**src/rtl/ser_tx_framer.sv**
```systemverilog
// ser_tx_framer: serializes a parallel word into a framed line
// (start bit 0, DATA_W data bits, stop bit 1), each bit held for
// CLKS_PER_BIT clocks, with a shift strobe for a downstream register.
//
// Handshake: a word transfers on a rising edge where in_valid and in_ready
// are both 1. in_ready depends only on state registers, never on in_valid.
// The source keeps in_valid and in_data stable until that edge. An offer
// made while in_ready is 0 is ignored.
module ser_tx_framer #(
   parameter int DATA_W       = 8,
   parameter int CLKS_PER_BIT = 4
) (
   input  logic              clk,
   input  logic              rst_n,
   input  logic              in_valid,
   input  logic [DATA_W-1:0] in_data,
   input  logic              msb_first,
   output logic              in_ready,
   output logic              ser_out,
   output logic              shift_en,
   output logic              busy,
   output logic              frame_done,
   output logic [1:0]        dbg_state_o
);

   localparam int CW = (CLKS_PER_BIT > 1) ? $clog2(CLKS_PER_BIT) : 1;
   localparam int BW = $clog2(DATA_W);
   localparam logic [CW-1:0] CNT_LAST = CW'(CLKS_PER_BIT - 1);
   localparam logic [BW-1:0] BIT_LAST = BW'(DATA_W - 1);

   typedef enum logic [1:0] {
      IDLE  = 2'd0,
      START = 2'd1,
      DATA  = 2'd2,
      STOP  = 2'd3
   } state_e;

   state_e              state_q, state_d;
   logic [CW-1:0]       cnt_q, cnt_d;
   logic [BW-1:0]       bit_q, bit_d;
   logic [DATA_W-1:0]   data_q, data_d;
   logic                msb_q, msb_d;
   logic                ser_out_q, ser_out_d;
   logic                shift_en_q, shift_en_d;
   logic                busy_q, busy_d;
   logic                frame_done_q, frame_done_d;
   logic                cnt_last;
   logic                accept;
   logic [BW-1:0]       sel;

   assign cnt_last    = (cnt_q == CNT_LAST);
   assign in_ready    = (state_q == IDLE) || ((state_q == STOP) && cnt_last);
   assign accept      = in_valid && in_ready;
   assign ser_out     = ser_out_q;
   assign shift_en    = shift_en_q;
   assign busy        = busy_q;
   assign frame_done  = frame_done_q;
   assign dbg_state_o = state_q;

   // Next-state logic; the line outputs are computed from the next state so
   // they can be registered and still line up with the state they describe.
   always_comb begin
      state_d      = state_q;
      cnt_d        = cnt_q;
      bit_d        = bit_q;
      data_d       = data_q;
      msb_d        = msb_q;
      ser_out_d    = 1'b1;
      shift_en_d   = 1'b0;
      busy_d       = 1'b0;
      frame_done_d = 1'b0;
      sel          = '0;

      case (state_q)
         IDLE: begin
            if (accept) begin
               state_d = START;
               cnt_d   = '0;
               data_d  = in_data;
               msb_d   = msb_first;
            end
         end
         START: begin
            if (cnt_last) begin
               state_d = DATA;
               cnt_d   = '0;
               bit_d   = '0;
            end else begin
               cnt_d = cnt_q + CW'(1);
            end
         end
         DATA: begin
            if (cnt_last) begin
               cnt_d = '0;
               if (bit_q == BIT_LAST) begin
                  state_d = STOP;
                  bit_d   = '0;
               end else begin
                  bit_d = bit_q + BW'(1);
               end
            end else begin
               cnt_d = cnt_q + CW'(1);
            end
         end
         STOP: begin
            if (cnt_last) begin
               cnt_d = '0;
               if (accept) begin
                  // Back-to-back frame: no idle gap after the stop bit.
                  state_d = START;
                  data_d  = in_data;
                  msb_d   = msb_first;
               end else begin
                  state_d = IDLE;
               end
            end else begin
               cnt_d = cnt_q + CW'(1);
            end
         end
         default: begin
            state_d = IDLE;
            cnt_d   = '0;
            bit_d   = '0;
         end
      endcase

      // Period k carries bit k (LSB first) or bit DATA_W-1-k (MSB first).
      sel = msb_d ? (BIT_LAST - bit_d) : bit_d;
      case (state_d)
         START:   ser_out_d = 1'b0;
         DATA:    ser_out_d = data_d[sel];
         default: ser_out_d = 1'b1;
      endcase
      shift_en_d   = (state_d == DATA) && (cnt_d == CNT_LAST);
      frame_done_d = (state_d == STOP) && (cnt_d == CNT_LAST);
      busy_d       = (state_d != IDLE);
   end

   // State, counters, data latch and registered outputs; reset aborts a frame.
   always_ff @(posedge clk or negedge rst_n) begin
      if (!rst_n) begin
         state_q      <= IDLE;
         cnt_q        <= '0;
         bit_q        <= '0;
         data_q       <= '0;
         msb_q        <= 1'b0;
         ser_out_q    <= 1'b1;
         shift_en_q   <= 1'b0;
         busy_q       <= 1'b0;
         frame_done_q <= 1'b0;
      end else begin
         state_q      <= state_d;
         cnt_q        <= cnt_d;
         bit_q        <= bit_d;
         data_q       <= data_d;
         msb_q        <= msb_d;
         ser_out_q    <= ser_out_d;
         shift_en_q   <= shift_en_d;
         busy_q       <= busy_d;
         frame_done_q <= frame_done_d;
      end
   end

endmodule

```
**config.mk**
```make
export PLATFORM = sky130hd
export DESIGN_NAME = ser_tx_framer
export DESIGN_NICKNAME = d
export VERILOG_FILES = /design/src/rtl/ser_tx_framer.sv
export SDC_FILE = /design/constraint.sdc
export NUM_CORES = 1
export LEC_CHECK = 0
export ABC_AREA = 1
export BUFFER_PORTS_ARGS = -buffer_cell sky130_fd_sc_hd__buf_2
export CELL_PAD_IN_SITES_DETAIL_PLACEMENT = 1
export CELL_PAD_IN_SITES_GLOBAL_PLACEMENT = 1
export CORE_UTILIZATION = 43
export CTS_BUF_LIST = sky130_fd_sc_hd__clkbuf_4
export CTS_CLUSTER_DIAMETER = 100
export DETAILED_ROUTE_END_ITERATION = 12
export MAX_ROUTING_LAYER = met4
export PLACE_DENSITY_LB_ADDON = 0.08
export RECOVER_POWER = 25
export SYNTH_ARGS = -nofsm -noshare
export SYNTH_HDL_FRONTEND = slang
export SYNTH_SLANG_ARGS = --single-unit
```
**constraint.sdc**
```tcl
create_clock -name clk -period 2.22 [get_ports clk]
set_input_delay 0.222 -clock clk [delete_from_list [all_inputs] [get_ports clk]]
set_output_delay 0.222 -clock clk [all_outputs]
set_load 0.02 [all_outputs]
```
==> results.json, run 1 <==
{
  "num_vias": 1133,
  "finalWorstSetupSlack_ps": 156,
  "cts_buffers": 3,
  "ys_seq_area_share_pct": 37.8,
  "multi_input_area_um2": 708,
  "start_util_pct": 46.6,
  "rows": 19,
  "dp_hpwl_mm": 2.50,
  "clkTransAtPathRegs_ps": 120,
  "synthMuxAreaShare_pct": 0,
  "htree_levels": 1,
  "overflow": 0,
  "p_clk_share_pct": 7.9,
  "vdd_drop_max_mv": 0.674,
  "timing.max_cap.violations": 0,
  "synth_top_family_by_area": "simple AND/OR/NAND/NOR gates",
  "critPathLaunchType": "flop",
  "max_freq_mhz": 485,
  "path_class": "reg2reg",
  "ys_seq_elements": 20,
  "internal_power_mw": 1.08,
  "r2r_start": "dbg_state_o[0]",
  "dr.first_iter.drc_count": 38,
  "final-seq-area_um2": 502,
  "finalPower_mw": 2.34,
  "grt_pass1_vias": 1223,
  "grt.total_usage_pct": 23.1,
  "firstDrtPassIters": 8,
  "syn_area_mm2": 0.00133,
  "period_needed_ps": 2060,
  "synth_fa_ha_area_share_pct": 6.59,
  "rsz0062_at_grt": "no",
  "reg2reg_slack_ps": 160,
  "syn_to_final_growth_pct": 11.7,
  "status": "finished with violations",
  "die_y_um": 57.6,
  "min_path_type": "in2reg",
  "drc": 1,
  "grt_first_pass_wirelength_mm": 5.59,
  "comb_power_share_pct": 67.2,
  "num_io_pins": 19,
  "clock_path_buffers": 2,
  "max_slew_margin_pct": 22.4,
  "pre_cts_slack_ps": 104,
  "fin_nets": 210,
  "syn_nets": 187,
  "whs_path_depth": 3,
  "viasPerCell": 5.13,
  "port-buffer-count": 18,
  "synth-xor-area-share_pct": 1.32,
  "cp-end-kind": "flop",
  "yosys.area.top_type": "dfrtp_1",
  "synth.distinct_cells": 26,
  "finalHoldViolations": 0,
  "grt_max_degree": 21,
  "switching_share_pct": 53.9,
  "antenna_found_initial": 0,
  "arrival_ps": 2320,
  "setup_viol_count_final": 0,
  "maxSlewViolCount": 0,
  "power_switching_mw": 1.26,
  "cts_tree": "built",
  "drt_wl_total_mm": 3.24,
  "ys_top_cells_by_area": "dfrtp_1 36%, nand2_1 9.6%, nand3_1 7.5%, ha_1 6.6%, nand2_2 6.1%",
  "diodes": 0,
  "yosys.area_share.simple_pct": 38.8,
  "worstMarginPinSlew_ps": 1160,
  "p_leak_nw": 0.830,
  "powerDensity_mw_per_mm2": 1580,
  "cts_root_buf": "clkbuf_4",
  "r2r-end": "ser_out",
  "core_mm2": 0.00285,
  "clock_latency_ps": 310,
  "finalWeightedCongestion": 0.928,
  "fillers": 382,
  "syn_avg_cell_area_um2": 7.91,
  "pwr-share-seq_pct": 24.9,
  "clock_skew_ps": 7.73,
  "min_from": "in_data[4]",
  "die-area_mm2": 0.00332,
  "synth_compound_area_share_pct": 5.74,
  "reg2reg_depth": 12,
  "whs_endpoint": "data_q[4]",
  "finalCritPeriodShare_pct": 93.0,
  "synth_warnings": 0,
  "die_w_um": 57.6,
  "cts.sinks": 20,
  "cp.required_ps": 2480,
  "path_max_fanout": 5,
  "avgRoutedWirePerCell_um": 14.7,
  "fin_tns_setup_ps": 0,
  "syn_inst": 168,
  "ant_nets": 0,
  "drive_gt1_share_pct": 28.4,
  "synth_top_cell_area_share_pct": 35.8,
  "violations": "design-rule violations"
}
==> flip-flops by register name (all words and copies together), names as in the netlist, 2 cells and up <==
register     cells
bit_q            3
cnt_q            2
data_q           8
dbg_state_o      2
==> metal layers <==
layer	vias to the layer above	part of all wire, %	GRT usage (%)
li1	572	-	-
met2	22	44	37.2
met5	-	0	-
met3	6	3.1	3.40
met4	0	2.0	8.01
met1	533	51	29.5
==> logic make-up (layout without fill, tap and decap cells) <==
group,after synthesis,in the layout
fa+ha+maj,7,7
buf+inv,30,52
flops,20,20
xor+xnor,2,2
simple gates,96,96
compound gates,13,13
==> Yosys cell counts <==
| cell type | number |
|---|---|
| dfstp_2 | 1 |
| a21boi_1 | 1 |
| o21ai_1 | 1 |
| nand4_1 | 1 |
| o31ai_1 | 1 |
| nand4_2 | 1 |
| ha_1 | 7 |
| o22ai_1 | 1 |
| clkinv_2 | 1 |
| inv_2 | 8 |
| nand3b_1 | 1 |
| nand2_1 | 34 |
| nand3_4 | 3 |
| xor2_1 | 2 |
| a21oi_1 | 4 |
| nand3_2 | 2 |
| nor3_2 | 1 |
| nor2_1 | 17 |
| inv_1 | 20 |
| nand2_4 | 3 |
| a21boi_0 | 2 |
| nand3_1 | 20 |
| nand2_2 | 13 |
| dfrtp_1 | 19 |
| o21ai_0 | 3 |
| buf_12 | 1 |
==> power groups by stage <==
stage	Sequential, mW	Combinational, mW	Clock, mW
6_report	0.583	1.57	0.185
5_1_grt	0.598	1.76	0.209
4_1_cts	0.584	1.56	0.194
3_5_place_dp	0.589	1.54	0
3_3_place_gp	0.582	1.50	0
2_1_floorplan	0.638	1.17	0
==> worst max-delay path by stage <==
| stage | slack, ps | endpoint | from |
|---|---|---|---|
| finish | 160 | ser_out | dbg_state_o[0] |
| global route | 5 | ser_out | dbg_state_o[0] |
| CTS | 60 | ser_out | dbg_state_o[0] |
| detailed placement | 100 | ser_out | dbg_state_o[0] |
| global placement | 180 | ser_out | dbg_state_o[0] |
| floorplan | 300 | ser_out | dbg_state_o[0] |
==> cell type report <==
cell class	instances	share of cell area, %
Tap cell	31	2.61
Clock inverter	1	0.253
Timing Repair Buffer	19	6.66
Inverter	29	7.42
Sequential cell	20	33.8
Clock buffer	3	1.52
Multi-Input combinational cell	118	47.7
==> timing repair <==
item / 4_1_cts / 5_1_grt
endpoints found under the hold margin: 19 / 0
gates resized for setup: 0 / 2
hold buffers: 1 / 0
setup endpoints to repair: 0 / 1
setup buffers: 0 / 0
==> cells in the final DEF, fill, tap and decap left out, types with 2 or more instances in the layout <==
cell,netlist,final
nor2_1,17,17
clkbuf_4,0,3
o21ai_0,3,3
inv_2,8,8
ha_1,7,6
dfrtp_1,19,19
nand2_2,13,13
nand2_4,3,3
nand3_2,2,2
a21oi_1,4,4
buf_2,0,17
nand3_4,3,3
a21boi_0,2,2
xor2_1,2,2
nand2_1,34,34
inv_1,20,20
nand3_1,20,20
==> through the flow <==
stage | util (%) | hold slack (ps) | cells | area (um2)
after floorplan | - | -73.6 | 168 | 1330
after global placement | 50.4 | 196 | 216 | 1440
after detailed placement | 50.4 | 217 | 216 | 1440
after CTS | 51.7 | 135 | 221 | 1470
after global routing | 52.0 | 149 | 221 | 1480
final | 52.0 | 136 | 221 | 1480
==> worst max-delay path, stage by stage, from the launching register on <==
cell and delay [ps]:
dfrtp_1 450, inv_1 150, ha_2 320, inv_2 160, nand2_1 120, inv_2 130
a21oi_1 80, nor2_1 160, nand3_1 120, nand3_1 90, nand3_1 90, nand3_1 90
nand2_1 50
Power figures use the tool's default switching activity.
==> run 2, diff against run 1 <==
--- a/config.mk
+++ b/config.mk
@@ -15,7 +15,6 @@
 export DETAILED_ROUTE_END_ITERATION = 12
 export MAX_ROUTING_LAYER = met4
 export PLACE_DENSITY_LB_ADDON = 0.08
-export RECOVER_POWER = 25
 export SYNTH_ARGS = -nofsm -noshare
 export SYNTH_HDL_FRONTEND = slang
 export SYNTH_SLANG_ARGS = --single-unit
==> results.json, run 2 (synthesis results as in run 1) <==
{
  "finalWeightedCongestion": 0.928,
  "final_cell_mix": "34 x nand2_1, 20 x inv_1, 20 x nand3_1",
  "max_freq_mhz": 485,
  "num_io_pins": 19,
  "finalCritPeriodShare_pct": 93.0,
  "clock_skew_ps": 7.73,
  "die-area_mm2": 0.00332,
  "fin_cells": 221,
  "min_path_type": "in2reg",
  "internal_power_mw": 1.08,
  "cp.required_ps": 2480,
  "finalWorstSetupSlack_ps": 156,
  "layout_commonest_cell": "nand2_1",
  "core_mm2": 0.00285,
  "grt_max_degree": 21,
  "port-buffer-count": 18,
  "rsz0062_at_grt": "no",
  "die_y_um": 57.6,
  "antenna_found_initial": 0,
  "path_cells": "inv_1 -> ha_2 -> inv_2 -> nand2_1 -> inv_2 -> a21oi_1 -> nor2_1 -> nand3_1 -> nand3_1 -> nand3_1 -> nand3_1 -> nand2_1",
  "largest_register_ffs": 8,
  "dr.first_iter.drc_count": 38,
  "whs_path_depth": 3,
  "drc": 1,
  "start_util_pct": 46.6,
  "grt_pass1_vias": 1223,
  "pwr-share-seq_pct": 24.9,
  "path_max_fanout": 5,
  "powerDensity_mw_per_mm2": 1580,
  "cpPeakStageDelay_ps": 450,
  "setup_viol_count_final": 0,
  "overflow": 0,
  "cp-end-kind": "flop",
  "htree_levels": 1,
  "p_leak_nw": 0.832,
  "place_inst": 216,
  "critPathLaunchType": "flop",
  "p_clk_share_pct": 7.9,
  "regMostFlops": "data_q",
  "fin_tns_setup_ps": 0,
  "viasPerCell": 5.13,
  "diodes": 0,
  "vdd_drop_max_mv": 0.674,
  "dp_hpwl_mm": 2.50,
  "cts_tree": "built",
  "num_vias": 1133,
  "drive_gt1_share_pct": 28.9,
  "die_w_um": 57.6,
  "clkTransAtPathRegs_ps": 120,
  "clock_path_buffers": 2,
  "cts_buffers": 3,
  "avgRoutedWirePerCell_um": 14.7,
  "finalHoldViolations": 0,
  "pre_cts_slack_ps": 104,
  "drt_wl_total_mm": 3.24,
  "violations": "design-rule violations",
  "crit_path_frequent_cell": "nand3_1",
  "grt_first_pass_wirelength_mm": 5.59,
  "syn_to_final_growth_pct": 11.8,
  "firstDrtPassIters": 8,
  "max_slew_margin_pct": 67.7,
  "critPathSlowestCell": "dfrtp_1",
  "fin_nets": 210,
  "timing.max_cap.violations": 0,
  "finalPower_mw": 2.34,
  "switching_share_pct": 53.9,
  "crit_cells": 12,
  "cts_root_buf": "clkbuf_4",
  "rows": 19,
  "reg_top3": "data_q: 8 flops, bit_q: 3 flops",
  "arrival_ps": 2320,
  "clock_latency_ps": 310,
  "fillers": 382,
  "grt.total_usage_pct": 23.1,
  "status": "finished with violations",
  "power_switching_mw": 1.26,
  "path_class": "reg2reg",
  "maxSlewViolCount": 0,
  "period_needed_ps": 2060,
  "comb_power_share_pct": 67.2,
  "cts.sinks": 20,
  "path_buf_inv": 3,
  "worstMarginPinSlew_ps": 484,
  "ant_nets": 0,
  "reg2reg_depth": 12,
  "critPathTopFamily": "simple AND/OR/NAND/NOR gates"
}
[run 2: cell types whose count changed in the layout (fill, tap and decap cells not counted)]
cell	delta
clkbuf_1	-1
buf_2	+1
[run 2: through the flow]
step	area, um2	hold WS [ps]	util, %
final	1490	136	52.1
after global routing	1490	149	52.1
after CTS	1470	135	51.7
after detailed placement	1440	217	50.4
after global placement	1440	196	50.4
after floorplan	1330	-73.6	-
[run 2: final timing paths]
path,start,to,slack (ps)
max,dbg_state_o[0],ser_out,160
min,in_data[4],data_q[4],140
max reg2reg,dbg_state_o[0],ser_out,160
min reg2reg,data_q[7],data_q[7],490
max in group asynchronous,rst_n,ser_out,1480
min in group asynchronous,rst_n,bit_q[0],390
[run 2: timing repair]
item / in CTS / in global routing
setup buffers: 0 / 0
hold buffers: 1 / 0
endpoints found under the hold margin: 19 / 0
gates resized for setup: 0 / 2
endpoints found under the setup margin: 0 / 1
[run 2: final cells by class]
cell class	instances	area, um2	share of cell area (%)
well taps	31	38.8	2.61
repair buffers	19	100	6.74
inverters	29	110	7.41
clock inverters	1	3.75	0.253
clock buffers	3	22.5	1.52
flip-flops and latches	20	502	33.8
multi-input cells	118	708	47.7
[run 2: power groups by stage]
stage          registers [mW]  logic, mW  clock network (mW)
2_1_floorplan           0.638       1.17                   0
6_report                0.583       1.57               0.185
3_3_place_gp            0.582       1.50                   0
3_5_place_dp            0.589       1.54                   0
4_1_cts                 0.584       1.56               0.194
5_1_grt                 0.598       1.76               0.209
[run 2: layer usage]
layer,share of wire [%],GRT usage (%),vias to the layer above
met5,0,-,-
met4,2.0,8.01,0
met3,3.1,3.40,6
met2,44,37.2,22
met1,51,29.5,533
li1,-,-,572
[run 2: worst min-delay path, cell delays in order]
cell,delay (ps)
buf_2,80
nand2_1,40
nand2_1,70
